### src/rtl/fetch_stage.sv
// -----------------------------------------------------------------------------
// fetch_stage: single-issue instruction fetch front end.
//   Holds the next-fetch PC and issues one instruction-memory read at a time,
//   with at most one request outstanding. The returned instruction goes into a
//   single output slot that decode reads. The block honours decode stalls.
//   A taken branch or jump redirects fetch: the presented instruction and any
//   in-flight response are discarded as wrong-path.
//
// Optional build macro: FETCH_PERF_CNT_EN adds saturating performance counters.
//
// Ports:
//   clk_i, rst_i          clock, asynchronous active-low reset
//   stall_i               decode does not consume the presented instruction
//   branch_taken_i/jump_i redirect requests; redirect_pc_i is the target
//   imem_req_o/addr_o     read request (combinational), accepted when asserted
//   imem_rvalid_i/rdata_i read response, one or more cycles after the request
//   valid_o/pc_o/instruction_o  registered instruction slot presented to decode
//   perf_*_o              (FETCH_PERF_CNT_EN only) fetched/squashed/stall counts
// -----------------------------------------------------------------------------
package params_pkg;
    localparam int unsigned ADDR_WIDTH = 32;
    localparam int unsigned DATA_WIDTH = 32;
    typedef logic [DATA_WIDTH-1:0] instruction_t;
endpackage

module fetch_stage #(
    parameter int unsigned           ADDR_WIDTH = params_pkg::ADDR_WIDTH,
    parameter int unsigned           DATA_WIDTH = params_pkg::DATA_WIDTH,
    parameter logic [ADDR_WIDTH-1:0] RESET_PC   = '0
) (
    input  logic                     clk_i,
    input  logic                     rst_i,
    input  logic                     stall_i,
    input  logic                     branch_taken_i,
    input  logic                     jump_i,
    input  logic [ADDR_WIDTH-1:0]    redirect_pc_i,
    output logic                     imem_req_o,
    output logic [ADDR_WIDTH-1:0]    imem_addr_o,
    input  logic                     imem_rvalid_i,
    input  logic [DATA_WIDTH-1:0]    imem_rdata_i,
    output logic                     valid_o,
    output logic [ADDR_WIDTH-1:0]    pc_o,
`ifdef FETCH_PERF_CNT_EN
    output logic [31:0]              perf_fetched_o,
    output logic [31:0]              perf_squashed_o,
    output logic [31:0]              perf_stall_cycles_o,
`endif
    output params_pkg::instruction_t instruction_o
);

    typedef enum logic {
        IDLE = 1'b0,
        WAIT = 1'b1
    } state_t;

    state_t                   r_state;
    state_t                   w_state_d;
    logic [ADDR_WIDTH-1:0]    r_pc;
    logic [ADDR_WIDTH-1:0]    w_pc_d;
    logic [ADDR_WIDTH-1:0]    r_req_pc;
    logic [ADDR_WIDTH-1:0]    w_req_pc_d;
    logic                     r_kill;
    logic                     w_kill_d;
    logic                     w_valid_d;
    logic [ADDR_WIDTH-1:0]    w_pc_o_d;
    params_pkg::instruction_t w_instr_d;
    logic                     w_redirect;
    logic                     w_req;
    logic                     w_fill;

    assign w_redirect  = branch_taken_i | jump_i;
    assign imem_req_o  = w_req;
    assign imem_addr_o = r_pc;

    // State and datapath registers
    always_ff @(posedge clk_i or negedge rst_i) begin
        if (!rst_i) begin
            r_state       <= IDLE;
            r_pc          <= RESET_PC;
            r_req_pc      <= RESET_PC;
            r_kill        <= 1'b0;
            valid_o       <= 1'b0;
            pc_o          <= RESET_PC;
            instruction_o <= '0;
        end else begin
            r_state       <= w_state_d;
            r_pc          <= w_pc_d;
            r_req_pc      <= w_req_pc_d;
            r_kill        <= w_kill_d;
            valid_o       <= w_valid_d;
            pc_o          <= w_pc_o_d;
            instruction_o <= w_instr_d;
        end
    end

    // Next-state, request issue, response fill/squash and redirect
    always_comb begin
        w_state_d  = r_state;
        w_pc_d     = r_pc;
        w_req_pc_d = r_req_pc;
        w_kill_d   = r_kill;
        w_valid_d  = valid_o;
        w_pc_o_d   = pc_o;
        w_instr_d  = instruction_o;
        w_fill     = 1'b0;

        // Only issue when the slot is empty or is being consumed this edge,
        // so a returning response always finds the slot free.
        w_req = rst_i && (r_state == IDLE) && !w_redirect && (!valid_o || !stall_i);

        if (valid_o && !stall_i) begin
            w_valid_d = 1'b0;
        end

        case (r_state)
            IDLE: begin
                if (w_req) begin
                    w_state_d  = WAIT;
                    w_req_pc_d = r_pc;
                    w_pc_d     = r_pc + ADDR_WIDTH'(4);
                end
            end
            WAIT: begin
                if (imem_rvalid_i) begin
                    w_state_d = IDLE;
                    w_kill_d  = 1'b0;
                    if (!r_kill && !w_redirect) begin
                        w_fill    = 1'b1;
                        w_valid_d = 1'b1;
                        w_pc_o_d  = r_req_pc;
                        w_instr_d = params_pkg::instruction_t'(imem_rdata_i);
                    end
                end else if (w_redirect) begin
                    // Response still owed: remember to discard it on arrival.
                    w_kill_d = 1'b1;
                end
            end
            default: begin
                w_state_d = IDLE;
            end
        endcase

        if (w_redirect) begin
            w_pc_d    = redirect_pc_i;
            w_valid_d = 1'b0;
        end
    end

`ifdef FETCH_PERF_CNT_EN
    logic w_drop;
    logic w_clear;

    assign w_drop  = (r_state == WAIT) && imem_rvalid_i && (r_kill || w_redirect);
    assign w_clear = w_redirect && valid_o;

    // Saturating event counters
    always_ff @(posedge clk_i or negedge rst_i) begin
        if (!rst_i) begin
            perf_fetched_o      <= 32'd0;
            perf_squashed_o     <= 32'd0;
            perf_stall_cycles_o <= 32'd0;
        end else begin
            if (w_fill && (perf_fetched_o != '1)) begin
                perf_fetched_o <= perf_fetched_o + 32'd1;
            end
            if ((w_drop || w_clear) && (perf_squashed_o != '1)) begin
                perf_squashed_o <= perf_squashed_o + 32'd1;
            end
            if (valid_o && stall_i && (perf_stall_cycles_o != '1)) begin
                perf_stall_cycles_o <= perf_stall_cycles_o + 32'd1;
            end
        end
    end
`endif

endmodule
### config.mk
export PLATFORM = sky130hd
export DESIGN_NAME = fetch_stage
export DESIGN_NICKNAME = d
export VERILOG_FILES = /design/src/rtl/fetch_stage.sv
export SDC_FILE = /design/constraint.sdc
export NUM_CORES = 1
export LEC_CHECK = 0
export CORE_MARGIN = 1.5
export CORE_UTILIZATION = 30
export DETAILED_ROUTE_END_ITERATION = 8
export SLEW_MARGIN = 20
export SYNTH_ARGS = -nofsm -noshare
export SYNTH_HDL_FRONTEND = slang
export SYNTH_SLANG_ARGS = --single-unit
### constraint.sdc
create_clock -name clk_i -period 3.6 [get_ports clk_i]
set_input_delay 0.9 -clock clk_i [delete_from_list [all_inputs] [get_ports clk_i]]
set_output_delay 0.9 -clock clk_i [all_outputs]
set_load 0.01 [all_outputs]
==> impl_metrics.env, run 1 <==
export IMPL_fin_skew_ps=7.32
export IMPL_grt_pass1_vias=4434
export IMPL_rsz0062_at_grt="false"
export IMPL_cp_data_required_time_ps=2700
export IMPL_syn_inst=493
export IMPL_synth_edf_count=0
export IMPL_syn_avg_cell_area_um2=11.2
export IMPL_ys_flop_type="dfrtp_1"
export IMPL_timing_worst_setup_path_type="input port to primary output"
export IMPL_slew_limit_headroom_pct=48.8
export IMPL_wire_per_inst_um=16.1
export IMPL_power_per_cell_area_nw_per_um2=578
export IMPL_fin_crit_ps=3280
export IMPL_layout_nets=735
export IMPL_ios=168
export IMPL_routed_wl_um=14500
export IMPL_dp_cells=874
export IMPL_dp_slack_ps=352
export IMPL_cts_max_level=4
export IMPL_vdd_ir_drop_max_uv=315
export IMPL_cts_tree="yes"
export IMPL_vias_per_cell=4.69
export IMPL_finalHoldViolCount=0
export IMPL_area_growth_pct=44.9
export IMPL_holdPathStages=2
export IMPL_synth_nets=564
export IMPL_grt_max_degree=84
export IMPL_syn_area_um2=5520
export IMPL_fin_ws_ps=320
export IMPL_gr_total_overflow=0
export IMPL_final_max_slew_violation_count=0
export IMPL_synth_top_area_share_pct=59.4
export IMPL_setup_tns_ps=0
export IMPL_crit_path_top_delay_cell="clkdlybuf4s50_1"
export IMPL_netlist_top_cells_count="nand2_1, dfrtp_1, mux2_2, o21ai_0, xnor2_1"
export IMPL_critical_path_max_stage_delay_ps=570
export IMPL_utilization_pct=44.4
export IMPL_drc=0
export IMPL_fmax_mhz=305
export IMPL_ys_warn_count=0
export IMPL_reg2reg_to="imem_addr_o[28]$_DFFE_PN0P_"
export IMPL_fin_crit_sh_pct=91.1
export IMPL_min_from="r_req_pc[25]$_DFFE_PN0P_"
export IMPL_leakagePower_nw=3.53
export IMPL_crit_top_cell="clkdlybuf4s50_1"
export IMPL_start_kind="input port"
export IMPL_cts_sinks=131
export IMPL_synth_seq_cells=131
export IMPL_num_antenna_cells=0
export IMPL_initial_core_util_pct=30.6
export IMPL_yosysTopAreaCell="dfrtp_1"
export IMPL_cts_resized=0
export IMPL_ctsHoldBuffers=0
export IMPL_rr_startpoint="imem_addr_o[11]$_DFFE_PN0P_"
export IMPL_yosysSeqAreaShare_pct=59.4
export IMPL_holdPathEnd="r_req_pc[25]$_DFFE_PN0P_"
export IMPL_numCtsBuffers=17
export IMPL_yosysMostFrequentCell="nand2_1"
export IMPL_cts_clk_slew_worst_paths_ps=50
export IMPL_whs_ps=470
export IMPL_hp_class="flop to flop"
export IMPL_outcome="completed"
export IMPL_cts_buffer_depth=2
export IMPL_die_x_um=139
export IMPL_dp_hpwl_um=10100
export IMPL_nFillCells=1674
export IMPL_clock_root_buffer="clkbuf_16"
export IMPL_worst_r2r_path_depth=5
export IMPL_fin_cells=902
export IMPL_grtUsageTotal_pct=16.0
export IMPL_critical_path_arrival_ps=2380
export IMPL_synth_cell_types=31
export IMPL_cts_setup_buffers=0
export IMPL_critPathMaxFanout=2
export IMPL_vias=4226
export IMPL_grt_pass1_wl_um=24200
export IMPL_rows=49
export IMPL_setup_viol_count_final=0
export IMPL_synth_async_sr_flop_share_pct=100
export IMPL_tightest_slew_ps=767
export IMPL_core_area_um2=18000
export IMPL_reg2reg_slack_ps=1620
export IMPL_synthTopCellsByArea="dfrtp_1, mux2_2, nand2_1"
export IMPL_path_cells="clkdlybuf4s50_1 > nor2_1 > nand3_2 > inv_1 > clkdlybuf4s50_1"
export IMPL_maxCapViolations=0
export IMPL_endpoint_kind="primary output"
export IMPL_gp_congestion=0.759
export IMPL_die_area_um2=19200
export IMPL_portBuffers=167
export IMPL_fp_dieH_um=139
export IMPL_drive_gt1_share_pct=16.8
export IMPL_ant_nets=0
export IMPL_detail_route_first_pass_iterations=4
export IMPL_antenna_found_initial=0
export IMPL_drtIter0Drc=222
export IMPL_clk_latency_ps=410
==> cells in the final DEF, fill, tap and decap left out, types with 2 or more instances in the layout <==
master	synthesis	final
clkdlybuf4s50_1	0	166
nand2_1	138	138
dfrtp_1	131	131
mux2_2	64	64
o21ai_0	22	22
xnor2_1	21	21
clkbuf_16	0	17
nand3_1	12	11
nor3_1	12	11
o21ai_1	10	10
nor2_1	7	7
nand4_1	7	7
xor2_1	7	7
buf_4	0	7
and4_1	6	6
inv_1	5	5
nor4_2	4	5
or2_2	3	4
nor4_1	5	4
clkinv_2	0	4
and3_1	3	3
clkbuf_8	0	3
a21oi_1	2	2
clkbuf_1	17	2
buf_6	2	2
==> how the worst max path moves through the flow <==
| stage | start | end | slack [ps] | cells past startpoint |
|---|---|---|---|---|
| 2_1_floorplan | jump_i | imem_req_o | 640 | 5 |
| 3_3_place_gp | jump_i | imem_req_o | 350 | 5 |
| 3_5_place_dp | jump_i | imem_req_o | 350 | 5 |
| 4_1_cts | jump_i | imem_req_o | 350 | 5 |
| 5_1_grt | jump_i | imem_req_o | 240 | 5 |
| 6_report | jump_i | imem_req_o | 320 | 5 |
==> per-layer routing <==
metal,global-route usage (%),wire [um],up-vias
met4,5.15,165,0
met3,4.14,689,13
li1,-,-,2001
met2,25.5,6920,104
met5,0,0,-
met1,21.4,6760,2108
==> critical path, delay by kind of cell <==
family / cells / cell delay [ps]
and+or+nand+nor: 2 / 290
buffers and inverters: 3 / 1190
==> cell type report <==
| cell class | count | area, um^2 | share of cell area (%) |
|---|---|---|---|
| Inverter | 5 | 18.8 | 0.235 |
| Clock buffer | 22 | 474 | 5.93 |
| Multi-Input combinational cell | 333 | 2130 | 26.6 |
| Timing Repair Buffer | 176 | 1760 | 22.0 |
| Clock inverter | 6 | 57.6 | 0.720 |
| Tap cell | 229 | 287 | 3.58 |
| Sequential cell | 131 | 3280 | 41.0 |
==> power breakdown <==
part / switching, mW / total (mW) / internal (mW)
registers: 0.197 / 1.98 / 1.78
logic: 0.400 / 1.06 / 0.656
clock network: 0.603 / 1.59 / 0.983
==> through the flow <==
step,power (mW),area (um^2)
global placement,3.04,7460
detailed placement,3.08,7460
global route,4.88,8000
floorplan,2.39,5520
CTS,4.69,7990
finish,4.62,8000
==> cell families after synthesis <==
| kind of cell | synth area share (%) |
|---|---|
| and+or+nand+nor | 17.0 |
| DFF | 59.4 |
| muxes | 13.1 |
| AOI/OAI and AO/OA | 3.47 |
| buffers and inverters | 2.36 |
| xor gates and xnor gates | 4.44 |
| adders and majority gates | 0.227 |
==> state kept, by name, summed over array words and instances (netlist names) <==
signal / cells
r_state: 1
instruction_o: 32
imem_addr_o: 32
valid_o: 1
r_req_pc: 32
pc_o: 32
r_kill: 1
Note: power is estimated with default switching activity, not from simulation.
==> inputs of run 2 (changes only) <==
- CTS_BUF_LIST: not set -> sky130_fd_sc_hd__clkbuf_8
==> run 2 against run 1 <==
Compared with the run above: core utilization down 1.1 points; final cell count unchanged; worst setup slack improved by 6.8 ps; register-to-register slack about the same; critical endpoint unchanged; largest cell class unchanged; highest routed layer unchanged.
==> impl_metrics.env, run 2 (same netlist as run 1, synthesis figures left out) <==
export IMPL_crit_top_cell="clkdlybuf4s50_1"
export IMPL_cp_data_required_time_ps=2700
export IMPL_antenna_found_initial=0
export IMPL_dp_hpwl_um=10100
export IMPL_wl_met2_um=6910
export IMPL_ios=168
export IMPL_area_growth_pct=41.5
export IMPL_cts_buffer_depth=2
export IMPL_grtUsageTotal_pct=15.8
export IMPL_nFillCells=1689
export IMPL_comb_power_share_pct=25.5
export IMPL_maxCapViolations=0
export IMPL_vdd_ir_drop_max_uv=214
export IMPL_power_switching_mw=1.13
export IMPL_outcome="completed"
export IMPL_setup_viol_count_final=0
export IMPL_start_kind="input port"
export IMPL_slew_limit_headroom_pct=48.7
export IMPL_rows=49
export IMPL_power_frac_seq_pct=47.7
export IMPL_leakagePower_nw=3.45
export IMPL_tightest_slew_ps=769
export IMPL_clkPwrFrac_pct=26.8
export IMPL_cts_tree="yes"
export IMPL_gp_congestion=0.759
export IMPL_gr_total_overflow=0
export IMPL_ant_nets=0
export IMPL_drive_gt1_share_pct=16.8
export IMPL_endpoint_kind="primary output"
export IMPL_cp_startpoint="jump_i"
export IMPL_wl_met3_um=808
export IMPL_cts_clk_slew_worst_paths_ps=70
export IMPL_detail_route_first_pass_iterations=5
export IMPL_initial_core_util_pct=30.6
export IMPL_power_per_cell_area_nw_per_um2=531
export IMPL_hp_class="flop to flop"
export IMPL_final_common_cell="clkdlybuf4s50_1"
export IMPL_die_area_um2=19200
export IMPL_routed_wl_um=14500
export IMPL_grt_pass1_wl_um=24100
export IMPL_grt_pass1_vias=4414
export IMPL_drtIter0Drc=195
export IMPL_m1WireLength_um=6670
export IMPL_fin_crit_sh_pct=90.9
export IMPL_whs_ps=473
export IMPL_setup_tns_ps=0
export IMPL_drc=0
export IMPL_ctsHoldBuffers=0
export IMPL_fp_dieH_um=139
export IMPL_cts_sinks=131
export IMPL_wire_per_inst_um=16.1
export IMPL_vias_per_cell=4.67
export IMPL_final_cell_mix="clkdlybuf4s50_1, nand2_1, dfrtp_1"
export IMPL_path_cells="clkdlybuf4s50_1 > nor2_1 > nand3_2 > inv_1 > clkdlybuf4s50_1"
export IMPL_min_from="r_req_pc[27]$_DFFE_PN0P_"
export IMPL_final_max_slew_violation_count=0
export IMPL_swShare_pct=27.3
export IMPL_num_antenna_cells=0
export IMPL_layout_nets=735
export IMPL_critical_path_arrival_ps=2370
export IMPL_portBuffers=167
export IMPL_critPathBufInv=3
export IMPL_vias=4212
export IMPL_critPathMaxFanout=2
export IMPL_critPathTopFamily="buffers and inverters"
export IMPL_core_area_um2=18000
export IMPL_crit_path_top_delay_cell="clkdlybuf4s50_1"
export IMPL_critical_path_max_stage_delay_ps=580
export IMPL_timing_worst_setup_path_type="input port to primary output"
export IMPL_clock_root_buffer="clkbuf_8"
export IMPL_fin_skew_ps=13.9
export IMPL_cts_setup_buffers=0
export IMPL_rr_startpoint="imem_addr_o[11]$_DFFE_PN0P_"
export IMPL_numCtsBuffers=17
export IMPL_clk_latency_ps=430
export IMPL_die_x_um=139
export IMPL_fin_crit_ps=3270
export IMPL_grt_max_degree=84
export IMPL_p_int_mw=3.01
export IMPL_fmax_mhz=306
export IMPL_finalHoldViolCount=0
export IMPL_cts_max_level=4
export IMPL_cts_resized=0
export IMPL_dr_max_layer_used="met4"
export IMPL_rsz0062_at_grt="false"
run 2: final timing paths:
check                                              endpoint  slack (ps)  cells after the start
min in group asynchronous              pc_o[31]$_DFFE_PN0P_         620                      2
max in group asynchronous        imem_addr_o[4]$_DFFE_PN0P_        1830                      3
worst max register to register  imem_addr_o[28]$_DFFE_PN0P_        1610                      5
worst min register to register     r_req_pc[27]$_DFFE_PN0P_         470                      2
worst max-delay path                             imem_req_o         330                      5
worst min-delay path               r_req_pc[27]$_DFFE_PN0P_         470                      2
run 2: layer usage:
metal	vias to the layer above	track usage (%)
li1	1992	-
met1	2094	21.2
met2	117	25.4
met3	9	4.66
met4	0	3.67
met5	-	0
run 2: tightest hold or removal path, cell delays in order, from the launching register on:
cell	delay, ps
dfrtp_1	340
nand2_1	50
nand2_1	50
run 2: power groups by stage:
stage | registers [mW] | logic (mW) | clock network (mW)
after floorplan | 2.08 | 0.318 | 0
after global placement | 1.99 | 1.05 | 0
after detailed placement | 2.01 | 1.07 | 0
after CTS | 1.98 | 1.08 | 1.17
after global routing | 2.02 | 1.14 | 1.23
final | 1.98 | 1.06 | 1.11
run 2: area by class of cell:
class,instances,area [um^2],share of cell area [%]
Clock buffer,20,275,3.53
Clock inverter,8,65.1,0.833
Inverter,5,18.8,0.240
Multi-Input combinational cell,333,2130,27.2
Sequential cell,131,3280,42.0
Tap cell,229,287,3.67
Timing Repair Buffer,176,1760,22.5
run 2: metrics by stage:
stage | cells | util (%) | worst slack (ps) | power [mW] | instance area (um^2)
after floorplan | 493 | - | 643 | 2.39 | 5520
after CTS | 902 | 43.3 | 350 | 4.23 | 7800
after global placement | 874 | 41.4 | 347 | 3.04 | 7460
after global routing | 902 | 43.3 | 237 | 4.40 | 7810
after detailed placement | 874 | 41.4 | 352 | 3.08 | 7460
final | 902 | 43.3 | 327 | 4.14 | 7810
